**src/rtl/jk_mod_counter.sv**
```systemverilog
// Modulo-MODULUS up/down counter built from WIDTH JK stages.
// The per-stage J/K excitation is exported so external stages can follow the same count.
module jk_mod_counter #(
   parameter int WIDTH   = 4,
   parameter int MODULUS = 10
) (
   input  logic             clk,
   input  logic             reset,
   input  logic             en,
   input  logic             up_dn,
   input  logic             load,
   input  logic [WIDTH-1:0] load_val,
   output logic [WIDTH-1:0] q,
   output logic [WIDTH-1:0] j_vec,
   output logic [WIDTH-1:0] k_vec,
   output logic             tc,
   output logic             load_err
);

   generate
      if (MODULUS < 2 || MODULUS > (1 << WIDTH)) begin : g_bad_modulus
         $error("jk_mod_counter: MODULUS must satisfy 2 <= MODULUS <= 2**WIDTH");
      end
   endgenerate

   // One extra bit so MODULUS == 2**WIDTH still compares correctly.
   localparam logic [WIDTH:0]   MOD_EXT = (WIDTH+1)'(MODULUS);
   localparam logic [WIDTH-1:0] Q_MAX   = WIDTH'(MODULUS - 1);

   logic             load_bad;
   logic [WIDTH-1:0] target;
   logic [WIDTH-1:0] q_next;

   assign load_bad = load & ({1'b0, load_val} >= MOD_EXT);

   always_comb begin
      target = q;
      if (load) begin
         target = load_bad ? '0 : load_val;
      end else if (en) begin
         if (up_dn) target = (q == Q_MAX)       ? '0    : q + WIDTH'(1);
         else       target = (q == '0)          ? Q_MAX : q - WIDTH'(1);
      end
   end

   // Set only where a 0 must become 1, clear only where a 1 must become 0.
   assign j_vec = ~q & target;
   assign k_vec = q & ~target;

   always_comb begin
      q_next = q;
      for (int i = 0; i < WIDTH; i++) begin
         case ({j_vec[i], k_vec[i]})
            2'b00:   q_next[i] = q[i];
            2'b01:   q_next[i] = 1'b0;
            2'b10:   q_next[i] = 1'b1;
            default: q_next[i] = ~q[i];
         endcase
      end
   end

   always_ff @(posedge clk or posedge reset) begin
      if (reset) begin
         q        <= '0;
         load_err <= 1'b0;
      end else begin
         q        <= q_next;
         load_err <= load_bad;
      end
   end

   assign tc = en & ~load & ((up_dn & (q == Q_MAX)) | (~up_dn & (q == '0)));

endmodule

```
**config.mk**
```make
export PLATFORM = sky130hd
export DESIGN_NAME = jk_mod_counter
export DESIGN_NICKNAME = d
export VERILOG_FILES = /design/src/rtl/jk_mod_counter.sv
export SDC_FILE = /design/constraint.sdc
export NUM_CORES = 1
export LEC_CHECK = 0
export ABC_CLOCK_PERIOD_IN_PS = 2600
export CORE_AREA = 10 10 56 58
export DETAILED_ROUTE_END_ITERATION = 10
export DIE_AREA = 0 0 66 68
export PLACE_DENSITY = 0.58
export SYNTH_ARGS = -nofsm -noshare
export SYNTH_HDL_FRONTEND = slang
export SYNTH_SLANG_ARGS = --single-unit
```
**constraint.sdc**
```tcl
create_clock -name clk -period 2.6 [get_ports clk]
set_input_delay 0.52 -clock clk [delete_from_list [all_inputs] [get_ports clk]]
set_output_delay 0.52 -clock clk [all_outputs]
set_load 0.01 [all_outputs]
```
---- Word-level counts from Yosys, hierarchy flattened ----
Cells that the tools add are included.
operators by class
  $add $sub $neg .......................... 2
  order comparisons ....................... 1
  equal/unequal tests ..................... 9
  mux-type cells .......................... 10
  bitwise gates (word level) .............. 16
  reduce and logical (&&, ||, !) cells .... 5
operators with widths
  operator                                                            number
  4-bit 2-to-1 mux                                                    6
  1-bit case mux with 3 select lines                                  4
  4-bit bitwise AND                                                   2
  2-bit by 1-bit == test with 1-bit output, second input constant     4
  2-bit == test, second input constant                                4
  2-bit zero test                                                     4
  4-bit NOT                                                           2
  1-bit NOT                                                           6
  1-bit bitwise AND                                                   5
  4-bit by 1-bit adder with 4-bit output, second input constant       1
  4-bit == test, second input constant                                1
  4-bit >= comparator, second input constant                          1
  4-bit zero test                                                     1
  4-bit by 1-bit subtractor with 4-bit output, second input constant  1
  1-bit bitwise OR                                                    1
storage, ports and cells
  register bits after elaboration ......... 5
  bits of input ports ..................... 9
  output and inout bits ................... 14
  logic and storage cells ................. 48

---- Depth between registers and ports, before layout ----
  word-level depth ........................ 9
  depth in mapped cells ................... 9
  gate-level depth less buffers ........... 9

---- Worst setup path before layout ----
No wires, ideal clock.
  path type ............................... reg2out
  start ................................... reg q[0]
  end ..................................... out k_vec[2]
  arrival time ............................ 1.866 ns
  data required time ...................... 2.080 ns
  setup slack ............................. 0.214 ns
  stages on the path, launching flop included .. 8
  path buffers ............................ 0
  cell sequence ........................... dfrtp_1 -> inv_1 -> ha_1 -> and2b_4 -> a21o_1 -> and3_1 -> o31a_1 -> ha_1
between the ends
  word-level cells in the longest chain between the ends .. 7
  elaborated cells between the ends (all ways) .. 11
  classes of those cells .................. add/sub: 2; eq/ne: 1; mux: 5; bitwise: 2; reduce/logical: 1
RTL lines
  what                                                                 RTL line  source
  start, declared                                                      13        output logic [WIDTH-1:0] q,
  start signal, assigned                                               67        q <= q_next;
  4-bit by 1-bit subtractor with 4-bit output (tied with other cells)  42        else target = (q == '0) ? Q_MAX : q - WIDTH'(1);
  4-bit 2-to-1 mux, on equally long branches                           42, 41
  4-bit 2-to-1 mux (*)                                                 41        if (up_dn) target = (q == Q_MAX) ? '0 : q + WIDTH'(1);
  4-bit 2-to-1 mux (*)                                                 40        end else if (en) begin
  4-bit 2-to-1 mux (*)                                                 38        if (load) begin
  4-bit NOT (*)                                                        48        assign k_vec = q & ~target;
  4-bit bitwise AND (*)                                                48
  end, declared                                                        15        output logic [WIDTH-1:0] k_vec,
Every way passes the cells marked *; elsewhere a longest branch is shown, timed or not.

---- Final worst setup path ----
Same ends and word-level chain as after synthesis.

==> impl_metrics.tcl <==
set metrics [dict create \
    async_flop_share_pct 100 \
    cts-root-buf "clkbuf_4" \
    synth_most_common_cell "ha_1" \
    use_met3_pct 5.87 \
    finalHoldViolations 0 \
    grt_max_degree 12 \
    r2r_setup_slack_ps 370 \
    overflow 0 \
    ys.warnings.count 0 \
    total_power_uw 1420 \
    cts_hold_buf 0 \
    cts_tree "yes" \
    finalMaxSlewViolations 0 \
    arrival_ps 2020 \
    crit_path_end_kind "output pin" \
    hp-class "input port to asynchronous set/reset pin" \
    cts.sinks 5 \
    status "finished clean" \
    global_route.usage.met2_pct 19.8 \
    pin_count 23 \
    synthDistinctLibCells 34 \
    place_inst 159 \
    grtUsageTotal_pct 10.5 \
    holdWs_ps 463 \
    post_route_cells_drive_above_1_share_pct 52.9 \
    synth.net_count 109 \
    cp-start-kind "flop" \
    ir_drop_v 0.000829 \
    final_antenna_net_count 0 \
    final_cells 168 \
    crit_start "q[0]" \
    die_w_um 66 \
    seq_area_frac_synth_pct 17.7 \
    max_slew_margin_pct 71.0 \
    r2r_end "q[2]" \
    setup_viol_count_final 0 \
    syn_inst 85 \
    syn_area_per_cell_um2 8.33 \
    use_met1_pct 9.94 \
    fin_area_um2 1370 \
    diodes 0 \
    cp_max_fo 4 \
    p_per_area_nw_per_um2 1040 \
    hpwl_mm 1.77 \
    clockBufferDepth 2 \
    p_leak_uw 0.000603 \
    synth-seq-cells 5 \
    fin_crit_ps 2540 \
    reg2reg_depth 11 \
    fillers 159 \
    synth_edf_count 0 \
    wire_per_inst_um 14.5 \
    start_util_pct 33.6 \
    wirelength_mm 2.44 \
    tightest_slew_ps 431 \
    clk_latency_ps 250 \
    die_area_um2 4490 \
    dpl_cell_area_um2 1140 \
    netlist_area_um2 708 \
    drt_iter0_drc 31 \
    via_per_inst 5.10 \
    synthFlopType "dfrtp_1" \
    synth_commonest_cells "ha_1 (15), nor3_1 (8), nor2_1 (6)" \
    htree_levels 1 \
    post-place-ws_ps -535 \
    dr.pass1.iters 4 \
    yosysTopAreaCell "ha_1" \
    period_share_pct 97.8 \
    setup_ws_ps 56.2 \
    max_cap_viol_count 0 \
    max_freq_mhz 393 \
    grt_pass1_wl_mm 3.82 \
    die_y_um 68 \
    nets 165 \
    critPathKind "flop to output pin" \
    clk_pin_slew_ps 50 \
    cts_buffers 3 \
    core_um2 2110 \
    rsz0062_at_grt "yes" \
    portBuffers 22 \
    rows 17 \
    drcViolationCount 0 \
    antenna_found_initial 0 \
    finClkSkew_ps 5.33 \
    place_congestion 0.943 \
    cp.required_ps 2080 \
    vias 856 \
    synth.area.top_cells "ha_1 (27%), dfrtp_1 (18%), nor3_1 (5.7%), a21oi_1 (3.5%), nor2_1 (3.2%)" \
    grt_pass1_vias 866 \
    rr_startpoint "q[0]" \
    synth_top_area_share_pct 26.5 \
    area_delta_synth_final_pct 93.1 \
    top_usage_layer "met2" \
]
==> what timing repair did <==
| item | in CTS | in global routing |
|---|---|---|
| resized for setup | 50 | 22 |
| endpoints found under the setup margin | 9 | 9 |
| pin swaps | 9 | 12 |
| setup buffers | 4 | 3 |
==> power by group <==
part | switching (µW) | leakage, µW | total, µW | internal (µW)
sequential | 46.7 | 0.0000589 | 161 | 114
clock | 35.2 | 0.0000150 | 93.4 | 58.2
combinational | 553 | 0.000529 | 1170 | 612
total | 635 | 0.000603 | 1420 | 785
==> per-stage QoR <==
step | TNS (ps) | util [%]
finish | 0 | 64.9
CTS | -12.5 | 59.7
global route | -61.0 | 64.9
global placement | -3370 | 54.2
floorplan | 0 | -
detailed placement | -3520 | 54.2
==> worst max path at each step <==
stage	endpoint	depth (start not counted)	slack (ps)
after floorplan	k_vec[2]	7	210
after global routing	j_vec[3]	8	-20
final	k_vec[2]	8	60
after CTS	j_vec[2]	8	-10
after global placement	j_vec[2]	7	-530
after detailed placement	j_vec[2]	7	-530
==> cell type report <==
cell class / count / area, µm² / area share, %
Multi-Input combinational cell: 71 / 701 / 51.2
Timing Repair Buffer: 54 / 458 / 33.5
Sequential cell: 5 / 125 / 9.15
Tap cell: 28 / 35.0 / 2.56
Clock buffer: 4 / 26.3 / 1.92
Inverter: 6 / 22.5 / 1.65
==> state kept, by name, summed over array words and instances (netlist names) <==
signal and count:
load_err 1, q 4
==> layout by cell type, fill, tap and decap left out, drive strengths merged <==
cell type      netlist  layout
buf                  3      38
o211ai               1       1
a41oi                1       1
o21a                 1       1
nor2                 6       6
a32o                 1       1
a221oi               1       1
nand2                5       5
or4                  1       1
nor3b                1       1
a21oi                6       6
nand2b               2       2
nand3b               1       1
a21o                 1       1
dlygate4sd2          0       3
clkdlybuf4s15        0       1
nand4                1       1
nor4                 1       1
a31oi                2       2
o21ai                5       5
o31a                 2       2
dfrtp                5       5
clkdlybuf4s50        0      11
nor2b                2       2
nand3                1       1
ha                  15      15
clkbuf               0       5
and3                 3       3
and2b                1       1
nor3                 8       8
o31ai                2       2
inv                  6       6
==> per-layer routing <==
| layer | part of all wire, % | wire length, µm | vias to the layer above |
|---|---|---|---|
| li1 | - | - | 419 |
| met1 | 38 | 926 | 406 |
| met3 | 7.7 | 187 | 4 |
| met4 | 1.2 | 29 | 0 |
| met2 | 53 | 1290 | 27 |
| met5 | 0 | 0 | - |
==> kinds of logic after synthesis <==
kind of cell | after synthesis | share of synthesized area (%)
and+or+nand+nor | 33 | 26.7
AOI/OAI and AO/OA | 23 | 22.6
adders and majority gates | 15 | 26.5
buffers and inverters | 9 | 6.54
DFF | 5 | 17.7
==> worst max-delay path, stage by stage, from the launching register on <==
cell and delay [ps]:
dfrtp_1 400, buf_4 150, buf_6 120, ha_4 160, a21o_1 150, and3_4 180, o31a_1 310, ha_2 190
buf_6 110
(Power assumes the default switching activity.)
